`config.mk`:
```
export PLATFORM = sky130hd
export DESIGN_NAME = axi_cmd_master_flat
export DESIGN_NICKNAME = d
export VERILOG_FILES = /design/src/rtl/axi4_pkg.sv /design/src/rtl/axi4_if.sv /design/src/rtl/axi_beat_counter.sv /design/src/rtl/axi_cmd_master.sv /design/src/flat_wrapper.sv
export SDC_FILE = /design/constraint.sdc
export NUM_CORES = 1
export LEC_CHECK = 0
export CORE_AREA = 4 4 187 189
export DETAILED_ROUTE_END_ITERATION = 16
export DIE_AREA = 0 0 191 193
export PLACE_DENSITY = 0.54
export SYNTH_ARGS = -nofsm -noshare
export SYNTH_HDL_FRONTEND = slang
export SYNTH_SLANG_ARGS = --single-unit
```
`constraint.sdc`:
```
create_clock -name clk -period 2.13 [get_ports clk]
set_input_delay 0.426 -clock clk [delete_from_list [all_inputs] [get_ports clk]]
set_output_delay 0.426 -clock clk [all_outputs]
set_load 0.05 [all_outputs]
```
`src/rtl/axi4_pkg.sv`:
```
// Shared AXI4 encodings and helpers.
// Used by both initiator and target blocks.
package axi4_pkg;

    localparam logic [1:0] BURST_FIXED = 2'b00;
    localparam logic [1:0] BURST_INCR  = 2'b01;
    localparam logic [1:0] BURST_WRAP  = 2'b10;

    localparam logic [1:0] RESP_OKAY   = 2'b00;
    localparam logic [1:0] RESP_EXOKAY = 2'b01;
    localparam logic [1:0] RESP_SLVERR = 2'b10;
    localparam logic [1:0] RESP_DECERR = 2'b11;

    // AxSIZE encoding for a full-width beat of the given bus width.
    function automatic logic [2:0] size_from_width(input int width);
        logic [2:0] s;
        s = 3'd0;
        for (int i = 0; i < 8; i++)
            if ((8 << i) == width)
                s = 3'(i);
        return s;
    endfunction

endpackage

```
`src/rtl/axi4_if.sv`:
```
// AXI4 bus bundle with initiator and target views.
// Sideband fields beyond the core handshake are carried at fixed width.
interface axi4_if #(
    parameter int ADDR_WIDTH = 32,
    parameter int DATA_WIDTH = 64,
    parameter int ID_WIDTH   = 4
);
    logic [ID_WIDTH-1:0]     awid;
    logic [ADDR_WIDTH-1:0]   awaddr;
    logic [7:0]              awlen;
    logic [2:0]              awsize;
    logic [1:0]              awburst;
    logic                    awlock;
    logic [3:0]              awcache;
    logic [2:0]              awprot;
    logic [3:0]              awqos;
    logic [3:0]              awregion;
    logic                    awvalid;
    logic                    awready;

    logic [DATA_WIDTH-1:0]   wdata;
    logic [DATA_WIDTH/8-1:0] wstrb;
    logic                    wlast;
    logic                    wvalid;
    logic                    wready;

    logic [ID_WIDTH-1:0]     bid;
    logic [1:0]              bresp;
    logic                    bvalid;
    logic                    bready;

    logic [ID_WIDTH-1:0]     arid;
    logic [ADDR_WIDTH-1:0]   araddr;
    logic [7:0]              arlen;
    logic [2:0]              arsize;
    logic [1:0]              arburst;
    logic                    arlock;
    logic [3:0]              arcache;
    logic [2:0]              arprot;
    logic [3:0]              arqos;
    logic [3:0]              arregion;
    logic                    arvalid;
    logic                    arready;

    logic [ID_WIDTH-1:0]     rid;
    logic [DATA_WIDTH-1:0]   rdata;
    logic [1:0]              rresp;
    logic                    rlast;
    logic                    rvalid;
    logic                    rready;

    modport master (
        output awid, awaddr, awlen, awsize, awburst,
        output awlock, awcache, awprot, awqos, awregion,
        output awvalid, input awready,
        output wdata, wstrb, wlast, wvalid, input wready,
        input bid, bresp, bvalid, output bready,
        output arid, araddr, arlen, arsize, arburst,
        output arlock, arcache, arprot, arqos, arregion,
        output arvalid, input arready,
        input rid, rdata, rresp, rlast, rvalid, output rready
    );

    modport slave (
        input awid, awaddr, awlen, awsize, awburst,
        input awlock, awcache, awprot, awqos, awregion,
        input awvalid, output awready,
        input wdata, wstrb, wlast, wvalid, output wready,
        output bid, bresp, bvalid, input bready,
        input arid, araddr, arlen, arsize, arburst,
        input arlock, arcache, arprot, arqos, arregion,
        input arvalid, output arready,
        output rid, rdata, rresp, rlast, rvalid, input rready
    );

endinterface

```
`src/rtl/axi_beat_counter.sv`:
```
// Burst beat counter: clear on accept, count handshakes, flag beat == len.
// Saturates so an overlong burst never wraps back onto the last beat.
module axi_beat_counter (
    input  logic       clk,
    input  logic       resetn,
    input  logic       clr,
    input  logic       inc,
    input  logic [7:0] len,
    output logic       last
);
    logic [8:0] cnt;

    always_ff @(posedge clk or negedge resetn) begin
        if (!resetn)
            cnt <= 9'd0;
        else if (clr)
            cnt <= 9'd0;
        else if (inc && cnt != 9'h1ff)
            cnt <= cnt + 9'd1;
    end

    assign last = (cnt == {1'b0, len});

endmodule

```
`src/rtl/axi_cmd_master.sv`:
```
// AXI4 initiator: one INCR burst outstanding, driven from simple
// command / write-data / read-data / response streams.
module axi_cmd_master
    import axi4_pkg::*;
#(
    parameter int ADDR_WIDTH = 32,
    parameter int DATA_WIDTH = 64,
    parameter int ID_WIDTH   = 4
) (
    input  logic                    clk,
    input  logic                    resetn,
    input  logic                    cmd_valid,
    output logic                    cmd_ready,
    input  logic                    cmd_write,
    input  logic [ADDR_WIDTH-1:0]   cmd_addr,
    input  logic [7:0]              cmd_len,
    input  logic [ID_WIDTH-1:0]     cmd_id,
    input  logic                    wd_valid,
    output logic                    wd_ready,
    input  logic [DATA_WIDTH-1:0]   wd_data,
    input  logic [DATA_WIDTH/8-1:0] wd_strb,
    output logic                    rd_valid,
    input  logic                    rd_ready,
    output logic [DATA_WIDTH-1:0]   rd_data,
    output logic                    rd_last,
    output logic                    rsp_valid,
    input  logic                    rsp_ready,
    output logic [1:0]              rsp_resp,
    output logic [ID_WIDTH-1:0]     rsp_id,
    axi4_if.master                  axi
);
    localparam logic [2:0] SIZE = size_from_width(DATA_WIDTH);

    typedef enum logic [2:0] {
        S_IDLE, S_AW, S_W, S_B, S_AR, S_R, S_RSP
    } state_t;

    state_t state, nstate;

    logic [ADDR_WIDTH-1:0] addr_q;
    logic [7:0]            len_q;
    logic [ID_WIDTH-1:0]   id_q;
    logic [1:0]            resp_q;
    logic [ID_WIDTH-1:0]   rspid_q;

    logic       cmd_hs, w_hs, r_hs, b_hs;
    logic       last;
    logic       rd_err;
    logic [1:0] rd_code, b_code;

    assign cmd_hs = cmd_valid && cmd_ready;
    assign w_hs   = (state == S_W) && wd_valid && axi.wready;
    assign r_hs   = (state == S_R) && axi.rvalid && rd_ready;
    assign b_hs   = (state == S_B) && axi.bvalid;

    axi_beat_counter u_cnt (
        .clk    (clk),
        .resetn (resetn),
        .clr    (cmd_hs),
        .inc    (w_hs || r_hs),
        .len    (len_q),
        .last   (last)
    );

    always_ff @(posedge clk or negedge resetn) begin
        if (!resetn)
            state <= S_IDLE;
        else
            state <= nstate;
    end

    always_comb begin
        nstate = state;
        unique case (state)
            S_IDLE: if (cmd_valid)
                        nstate = cmd_write ? S_AW : S_AR;
            S_AW:   if (axi.awready) nstate = S_W;
            S_W:    if (w_hs && last) nstate = S_B;
            S_B:    if (axi.bvalid) nstate = S_RSP;
            S_AR:   if (axi.arready) nstate = S_R;
            S_R:    if (r_hs && axi.rlast) nstate = S_RSP;
            S_RSP:  if (rsp_ready) nstate = S_IDLE;
            default: nstate = S_IDLE;
        endcase
    end

    // Length error covers both an early rlast and a missing one at beat len.
    assign rd_err  = (axi.rid != id_q) || (axi.rlast != last);
    assign rd_code = (axi.rresp != RESP_OKAY) ? axi.rresp :
                     rd_err ? RESP_SLVERR : RESP_OKAY;
    assign b_code  = (axi.bid != id_q) ? RESP_SLVERR : axi.bresp;

    always_ff @(posedge clk or negedge resetn) begin
        if (!resetn) begin
            addr_q  <= '0;
            len_q   <= '0;
            id_q    <= '0;
            resp_q  <= RESP_OKAY;
            rspid_q <= '0;
        end else begin
            if (cmd_hs) begin
                addr_q  <= cmd_addr;
                len_q   <= cmd_len;
                id_q    <= cmd_id;
                resp_q  <= RESP_OKAY;
                rspid_q <= '0;
            end
            if (b_hs) begin
                resp_q  <= b_code;
                rspid_q <= axi.bid;
            end
            if (r_hs) begin
                if (resp_q == RESP_OKAY)
                    resp_q <= rd_code;
                if (axi.rlast)
                    rspid_q <= axi.rid;
            end
        end
    end

    assign cmd_ready = (state == S_IDLE);

    assign axi.awvalid  = (state == S_AW);
    assign axi.awid     = id_q;
    assign axi.awaddr   = addr_q;
    assign axi.awlen    = len_q;
    assign axi.awsize   = SIZE;
    assign axi.awburst  = BURST_INCR;
    assign axi.awlock   = 1'b0;
    assign axi.awcache  = 4'd0;
    assign axi.awprot   = 3'd0;
    assign axi.awqos    = 4'd0;
    assign axi.awregion = 4'd0;

    assign axi.wvalid = (state == S_W) && wd_valid;
    assign wd_ready   = (state == S_W) && axi.wready;
    assign axi.wdata  = wd_data;
    assign axi.wstrb  = wd_strb;
    assign axi.wlast  = last;
    assign axi.bready = (state == S_B);

    assign axi.arvalid  = (state == S_AR);
    assign axi.arid     = id_q;
    assign axi.araddr   = addr_q;
    assign axi.arlen    = len_q;
    assign axi.arsize   = SIZE;
    assign axi.arburst  = BURST_INCR;
    assign axi.arlock   = 1'b0;
    assign axi.arcache  = 4'd0;
    assign axi.arprot   = 3'd0;
    assign axi.arqos    = 4'd0;
    assign axi.arregion = 4'd0;

    assign rd_valid  = (state == S_R) && axi.rvalid;
    assign axi.rready = (state == S_R) && rd_ready;
    assign rd_data   = axi.rdata;
    assign rd_last   = axi.rlast;

    assign rsp_valid = (state == S_RSP);
    assign rsp_resp  = resp_q;
    assign rsp_id    = rspid_q;

    logic [16:0] span_end;
    assign span_end = 17'(cmd_addr[11:0]) +
                      ((17'(cmd_len) + 17'd1) << SIZE);

    // Requester must split bursts at 4 KB pages.
    a_no_4k_cross: assert property (
        @(posedge clk) disable iff (!resetn)
        cmd_hs |-> span_end <= 17'd4096
    );

endmodule

```
`src/flat_wrapper.sv`:
```
// flat-port wrapper written by rule: the top's interface ports become plain ports
module axi_cmd_master_flat import axi4_pkg::*;
#(
    parameter int ADDR_WIDTH = 32,
    parameter int DATA_WIDTH = 64,
    parameter int ID_WIDTH   = 4
)
  (clk, resetn, cmd_valid, cmd_ready, cmd_write, cmd_addr, cmd_len, cmd_id, wd_valid, wd_ready, wd_data, wd_strb, rd_valid, rd_ready, rd_data, rd_last, rsp_valid, rsp_ready, rsp_resp, rsp_id, axi_awid, axi_awaddr, axi_awlen, axi_awsize, axi_awburst, axi_awlock, axi_awcache, axi_awprot, axi_awqos, axi_awregion, axi_awvalid, axi_awready, axi_wdata, axi_wstrb, axi_wlast, axi_wvalid, axi_wready, axi_bid, axi_bresp, axi_bvalid, axi_bready, axi_arid, axi_araddr, axi_arlen, axi_arsize, axi_arburst, axi_arlock, axi_arcache, axi_arprot, axi_arqos, axi_arregion, axi_arvalid, axi_arready, axi_rid, axi_rdata, axi_rresp, axi_rlast, axi_rvalid, axi_rready);
  axi4_if #(.ADDR_WIDTH(ADDR_WIDTH), .DATA_WIDTH(DATA_WIDTH), .ID_WIDTH(ID_WIDTH)) axi_i ();
  input  logic clk;
  input  logic resetn;
  input  logic cmd_valid;
  output logic cmd_ready;
  input  logic cmd_write;
  input  logic [ADDR_WIDTH-1:0] cmd_addr;
  input  logic [7:0] cmd_len;
  input  logic [ID_WIDTH-1:0] cmd_id;
  input  logic wd_valid;
  output logic wd_ready;
  input  logic [DATA_WIDTH-1:0] wd_data;
  input  logic [DATA_WIDTH/8-1:0] wd_strb;
  output logic rd_valid;
  input  logic rd_ready;
  output logic [DATA_WIDTH-1:0] rd_data;
  output logic rd_last;
  output logic rsp_valid;
  input  logic rsp_ready;
  output logic [1:0] rsp_resp;
  output logic [ID_WIDTH-1:0] rsp_id;
  output wire logic [$bits(axi_i.awid)-1:0] axi_awid;
  output wire logic [$bits(axi_i.awaddr)-1:0] axi_awaddr;
  output wire logic [$bits(axi_i.awlen)-1:0] axi_awlen;
  output wire logic [$bits(axi_i.awsize)-1:0] axi_awsize;
  output wire logic [$bits(axi_i.awburst)-1:0] axi_awburst;
  output wire logic [$bits(axi_i.awlock)-1:0] axi_awlock;
  output wire logic [$bits(axi_i.awcache)-1:0] axi_awcache;
  output wire logic [$bits(axi_i.awprot)-1:0] axi_awprot;
  output wire logic [$bits(axi_i.awqos)-1:0] axi_awqos;
  output wire logic [$bits(axi_i.awregion)-1:0] axi_awregion;
  output wire logic [$bits(axi_i.awvalid)-1:0] axi_awvalid;
  input wire logic [$bits(axi_i.awready)-1:0] axi_awready;
  output wire logic [$bits(axi_i.wdata)-1:0] axi_wdata;
  output wire logic [$bits(axi_i.wstrb)-1:0] axi_wstrb;
  output wire logic [$bits(axi_i.wlast)-1:0] axi_wlast;
  output wire logic [$bits(axi_i.wvalid)-1:0] axi_wvalid;
  input wire logic [$bits(axi_i.wready)-1:0] axi_wready;
  input wire logic [$bits(axi_i.bid)-1:0] axi_bid;
  input wire logic [$bits(axi_i.bresp)-1:0] axi_bresp;
  input wire logic [$bits(axi_i.bvalid)-1:0] axi_bvalid;
  output wire logic [$bits(axi_i.bready)-1:0] axi_bready;
  output wire logic [$bits(axi_i.arid)-1:0] axi_arid;
  output wire logic [$bits(axi_i.araddr)-1:0] axi_araddr;
  output wire logic [$bits(axi_i.arlen)-1:0] axi_arlen;
  output wire logic [$bits(axi_i.arsize)-1:0] axi_arsize;
  output wire logic [$bits(axi_i.arburst)-1:0] axi_arburst;
  output wire logic [$bits(axi_i.arlock)-1:0] axi_arlock;
  output wire logic [$bits(axi_i.arcache)-1:0] axi_arcache;
  output wire logic [$bits(axi_i.arprot)-1:0] axi_arprot;
  output wire logic [$bits(axi_i.arqos)-1:0] axi_arqos;
  output wire logic [$bits(axi_i.arregion)-1:0] axi_arregion;
  output wire logic [$bits(axi_i.arvalid)-1:0] axi_arvalid;
  input wire logic [$bits(axi_i.arready)-1:0] axi_arready;
  input wire logic [$bits(axi_i.rid)-1:0] axi_rid;
  input wire logic [$bits(axi_i.rdata)-1:0] axi_rdata;
  input wire logic [$bits(axi_i.rresp)-1:0] axi_rresp;
  input wire logic [$bits(axi_i.rlast)-1:0] axi_rlast;
  input wire logic [$bits(axi_i.rvalid)-1:0] axi_rvalid;
  output wire logic [$bits(axi_i.rready)-1:0] axi_rready;
  assign axi_awid = axi_i.awid;
  assign axi_awaddr = axi_i.awaddr;
  assign axi_awlen = axi_i.awlen;
  assign axi_awsize = axi_i.awsize;
  assign axi_awburst = axi_i.awburst;
  assign axi_awlock = axi_i.awlock;
  assign axi_awcache = axi_i.awcache;
  assign axi_awprot = axi_i.awprot;
  assign axi_awqos = axi_i.awqos;
  assign axi_awregion = axi_i.awregion;
  assign axi_awvalid = axi_i.awvalid;
  assign axi_i.awready = axi_awready;
  assign axi_wdata = axi_i.wdata;
  assign axi_wstrb = axi_i.wstrb;
  assign axi_wlast = axi_i.wlast;
  assign axi_wvalid = axi_i.wvalid;
  assign axi_i.wready = axi_wready;
  assign axi_i.bid = axi_bid;
  assign axi_i.bresp = axi_bresp;
  assign axi_i.bvalid = axi_bvalid;
  assign axi_bready = axi_i.bready;
  assign axi_arid = axi_i.arid;
  assign axi_araddr = axi_i.araddr;
  assign axi_arlen = axi_i.arlen;
  assign axi_arsize = axi_i.arsize;
  assign axi_arburst = axi_i.arburst;
  assign axi_arlock = axi_i.arlock;
  assign axi_arcache = axi_i.arcache;
  assign axi_arprot = axi_i.arprot;
  assign axi_arqos = axi_i.arqos;
  assign axi_arregion = axi_i.arregion;
  assign axi_arvalid = axi_i.arvalid;
  assign axi_i.arready = axi_arready;
  assign axi_i.rid = axi_rid;
  assign axi_i.rdata = axi_rdata;
  assign axi_i.rresp = axi_rresp;
  assign axi_i.rlast = axi_rlast;
  assign axi_i.rvalid = axi_rvalid;
  assign axi_rready = axi_i.rready;
  axi_cmd_master #(.ADDR_WIDTH(ADDR_WIDTH), .DATA_WIDTH(DATA_WIDTH), .ID_WIDTH(ID_WIDTH)) u_core (.clk(clk), .resetn(resetn), .cmd_valid(cmd_valid), .cmd_ready(cmd_ready), .cmd_write(cmd_write), .cmd_addr(cmd_addr), .cmd_len(cmd_len), .cmd_id(cmd_id), .wd_valid(wd_valid), .wd_ready(wd_ready), .wd_data(wd_data), .wd_strb(wd_strb), .rd_valid(rd_valid), .rd_ready(rd_ready), .rd_data(rd_data), .rd_last(rd_last), .rsp_valid(rsp_valid), .rsp_ready(rsp_ready), .rsp_resp(rsp_resp), .rsp_id(rsp_id), .axi(axi_i));
endmodule
```
== After elaboration in Yosys (flattened, before gate mapping) ==
Index checks and enable logic that the tools add are counted.
Storage, ports and cells
  register bits: 62
  input port bits: 205
  word-level logic and storage cells: 66
  output and inout bits: 283
Cells by class
  equality and inequality tests: 18
  reductions and logical operators: 18
  muxes and demuxes: 22
  add/subtract/negate cells: 1
Operators by type and width (number)
  $mux 3: 8
  $pmux 3 s7: 1
  $mux 9: 2
  $mux 4: 4
  $mux 2: 7
  $logic_and 1x1->1: 11
  $add 9x1->9 const B: 1
  $eq 3x3->1 const B: 3
  $eq 9x8->1: 1
  $ne 9x9->1 const B: 1
  $ne 2x2->1 const B: 4
  $ne 4x4->1: 2
  $reduce_and 7->1: 1
  $eq 3x2->1 const B: 2
  $ne 2x1->1 const B: 3
  $reduce_bool 2->1: 2
  $eq 3x1->1 const B: 1
  $logic_not 3->1: 1
  $logic_not 2->1: 1
  $logic_or 1x1->1: 2
  $ne 1x1->1: 1

== Longest topological paths before layout ==
  depth in word-level cells: 7
  gate-level depth with buffers: 9

== Hierarchy ==
From an unflattened synthesis, not the netlist that was laid out.
Second synthesis, totals
  cells, all modules: 461
  area, all modules: 4639.4 um^2
By module, submodules not included
  axi_cmd_master: seq. area each 1326.3 um^2, area each 4088.9 um^2, instances 1, cells each 404
  axi_beat_counter: seq. area each 225.2 um^2, area each 550.5 um^2, instances 1, cells each 57

== Worst setup path after synthesis ==
No wires, ideal clock.
  kind: register -> register
  start point: reg u_core.state[0]
  end point: reg u_core.id_q[1] (netlist: u_core.axi.arid[1])
  data arrival time: 2.574 ns
  path slack: -0.562 ns
  stages on the path, launching flop included: 8
  library setup time: 0.118 ns
  cells stage by stage: dfrtp_1 buf_4 buf_2 nor3_1 nand2_1 buf_2 nand2_1 nand2_1
On the way
  longest elaborated chain between the ends: 2
RTL lines
  start: declaration: line axi_cmd_master.sv:38  | state_t state, nstate;
  start signal: assignment: line axi_cmd_master.sv:69  | state <= nstate;
  $logic_not 3->1: line axi_cmd_master.sv:121  | assign cmd_ready = (state == S_IDLE);
  net cmd_ready: line flat_wrapper.sv:13  | output logic cmd_ready;
  $logic_and 1x1->1: line axi_cmd_master.sv:51  | assign cmd_hs = cmd_valid && cmd_ready;
  end signal: assignment: line axi_cmd_master.sv:104  | id_q <= cmd_id;
  end: declaration: line axi_cmd_master.sv:42  | logic [ID_WIDTH-1:0] id_q;
The timed path passes the listed nets, and every way through them passes these cells.
A chain may end at the register's enable or synchronous reset.

== Worst setup path in the final report ==
  start point: reg u_core.len_q[7] (netlist: u_core.axi.arlen[7])
  end point: out axi_wlast
On the way
  longest elaborated chain between the ends: 1
RTL lines
  start: declaration: line axi_cmd_master.sv:41  | logic [7:0] len_q;
  start signal: assignment: line axi_cmd_master.sv:103  | len_q <= cmd_len;
  $eq 9x8->1: line axi_beat_counter.sv:22  | assign last = (cnt == {1'b0, len});
  end: declaration: line flat_wrapper.sv:44  | output wire logic [$bits(axi_i.wlast)-1:0] axi_wlast;
No other way between the ends.

==> run metrics <==
Clock Latency Late Sink 0.34 ns; vias per cell 3.27; Peak VDD IR 0.689 mV; Post-synth EDFFs 0; Util after Layout 17.8%; core area 33300 µm²; Mean Syn Cell Area 8.34 µm²; RSZ-0062 raised after global routing true; Die Y 193 µm; Starting DRT DRC Count 97; post-synth cell types 46; Die Footprint 36900 µm²; drt wl/cell 16.1 µm; leakage power 2.57 nW; total CTS buffers 9; crit path max-delay cell type dfrtp_2; Design Area, Final 5920 µm²; share of post-route cells with drive strength above 1 14.7%; global-route wire length before repair 22000 µm; R2R Path Start u_core.u_cnt.cnt[0]; Yosys warning count 0; power consumption 10.5 mW; Setup CP Type reg -> out; DP Cell Count 997; largest net degree at the start of global routing 46; Worst R2R Setup Slack 0.21 ns; Worst-Margin Slew 0.547 ns; Top Family by Delay on Critical Path flip-flops; Maximum Capacitance Violations 0; antenna violations before repair 0; first-pass iteration count of the detailed router 4; WHS 0.0187 ns; Final WS setup 0.0835 ns; worst min path class in -> async; Pwr per Cell Area 1770 nW/µm²; worst r2r path cells 9; Final Setup Violations 0; hpwl dp 13200 µm; Clock Skew 0.00960 ns; commonest non-fill, non-tap cell in the layout clkdlybuf4s50_1; Syn-to-layout area delta 26.6%; placed cell area 5600 µm²; async set or reset register ratio after synthesis 100%; min cycle time layout 2.05 ns; setup_tns 0 ns; PortBufs 173; n_diodes 0; TritonCTS clock tree done; Crit Reg-Reg Endpoint u_core.u_cnt.cnt[7]; register area 1560 µm²; crit start category register; root buf cell clkbuf_16; gr ovfl total 0; max-slew violations 0; sequential area share after synthesis 33.2%; fin cells 1018; row count 67; commonest non-fill, non-tap cells in the layout 142 x clkdlybuf4s50_1, 140 x nand2_1, 56 x dfrtp_1; Slew HR 63.4%; Fmax 489 MHz; crit path capture type output port; WP data required 1.70 ns; clock buffer depth 2; Routed Antenna Nets 0; H-tree depth 3; Hold Vio Cnt, Final 0; Initial Util 14.1%; Vias 3325; multi-input logic area 1550 µm²; Main synth FF type dfrtp_1; nets@finish 772; Worst Path Max Fanout 4; Bufs and invs on worst path 2; Synth Register Bits 62; arrival time at the worst endpoint 1.62 ns; Clock transition at path regs 0.06 ns; number of global-route vias before repair 3229; fin crit share 96.1%; I/O Pins 488; cell area after synthesis 4680 µm²; Fill cells 3729; status completed; GRT Util Overall 8.29%; pre-CTS setup slack 0.0587 ns; CP cell instances xnor2_1 -> nand3_1 -> nor4_4 -> buf_4 -> buf_12; cell count after synthesis 561; DRC 0; Clock Sinks 62; final wirelength 16400 µm; Die Wd 191 µm; GP Congestion 0.753; max incr delay on CP 0.45 ns
==> synth_stat cells, drive strengths merged (2+ instances only) <==
cell / count / share of area, %
buf: 233 / 37
nand2: 141 / 11
dfrtp: 62 / 33
nor2: 23 / 2.0
xnor2: 12 / 2.2
xor2: 8 / 1.5
a21oi: 6 / 0.64
and2: 6 / 0.86
a22oi: 5 / 0.80
clkbuf: 5 / 0.40
nand3: 5 / 0.53
nand4: 5 / 0.99
nor3: 5 / 0.53
mux2i: 4 / 0.86
o21ai: 4 / 0.43
inv: 3 / 0.24
mux2: 3 / 0.72
nand2b: 3 / 0.40
and3: 2 / 0.27
conb: 2 / 0.16
ha: 2 / 0.53
nor2b: 2 / 0.27
nor3b: 2 / 0.43
nor4: 2 / 0.40
or3: 2 / 0.27
==> state kept, by name (all words and copies together) (netlist names) <==
register and count:
u_core.state 3, u_core.rsp_id 4, u_core.axi.arlen 8, u_core.axi.arid 4
u_core.rsp_resp 2, u_core.u_cnt.cnt 9, u_core.axi.araddr 32
==> logic make-up (layout without fill, tap and decap cells) <==
kind of cell             count (synthesis)  in the layout  share of synthesized area (%)
buffers and inverters                  241            210                           37.7
AND/OR/NAND/NOR                        203            203                           19.5
flip-flops                              62             62                           33.2
AO/OA/AOI/OAI                           24             24                           3.61
XOR/XNOR                                20             20                           3.74
multiplexers                             7              7                           1.58
adder cells (fa/ha/maj)                  2              2                          0.535
other                                    2             42                          0.161
==> worst max-delay path by stage <==
stage,slack (ns),startpoint,end,cells after the start
floorplan,0.07,u_core.axi.arlen[7],axi_wlast,3
global placement,0.08,cmd_valid,u_core.rsp_resp[1],6
detailed placement,0.06,axi_rvalid,u_core.u_cnt.cnt[7],6
CTS,-0.01,u_core.u_cnt.cnt[2],axi_wlast,5
global route,-0.01,u_core.axi.arlen[7],axi_wlast,5
finish,0.08,u_core.axi.arlen[7],axi_wlast,5
==> where the power goes <==
part / switching, mW / internal [mW]
logic: 4.57 / 2.26
registers: 0.570 / 1.67
clock network: 0.654 / 0.789
total: 5.79 / 4.72
==> final cells by class <==
class / instances / share of cell area [%]
Clock buffer: 9 / 3.80
Clock inverter: 7 / 0.824
Inverter: 3 / 0.190
Multi-Input combinational cell: 298 / 26.1
Sequential cell: 62 / 26.3
Tap cell: 448 / 9.46
Timing Repair Buffer: 191 / 33.3
==> metal layers <==
layer	share of wire [%]	track usage (%)	vias to the layer above	wire (µm)
met2	49	14.1	240	7980
met3	13	4.38	68	2190
met1	34	8.28	1508	5540
met4	4.2	4.28	0	691
li1	-	-	1509	-
met5	0	0	-	0
==> what timing repair did <==
| item | 4_1_cts | 5_1_grt |
|---|---|---|
| setup endpoints to repair | 3 | 5 |
| buffers inserted | 2 | 3 |
| resized for setup | 5 | 7 |
| hold buffers | 0 | 0 |
| gates cloned | 0 | 0 |
| pin swaps | 3 | 3 |
Note: power is estimated with default switching activity, not from simulation.
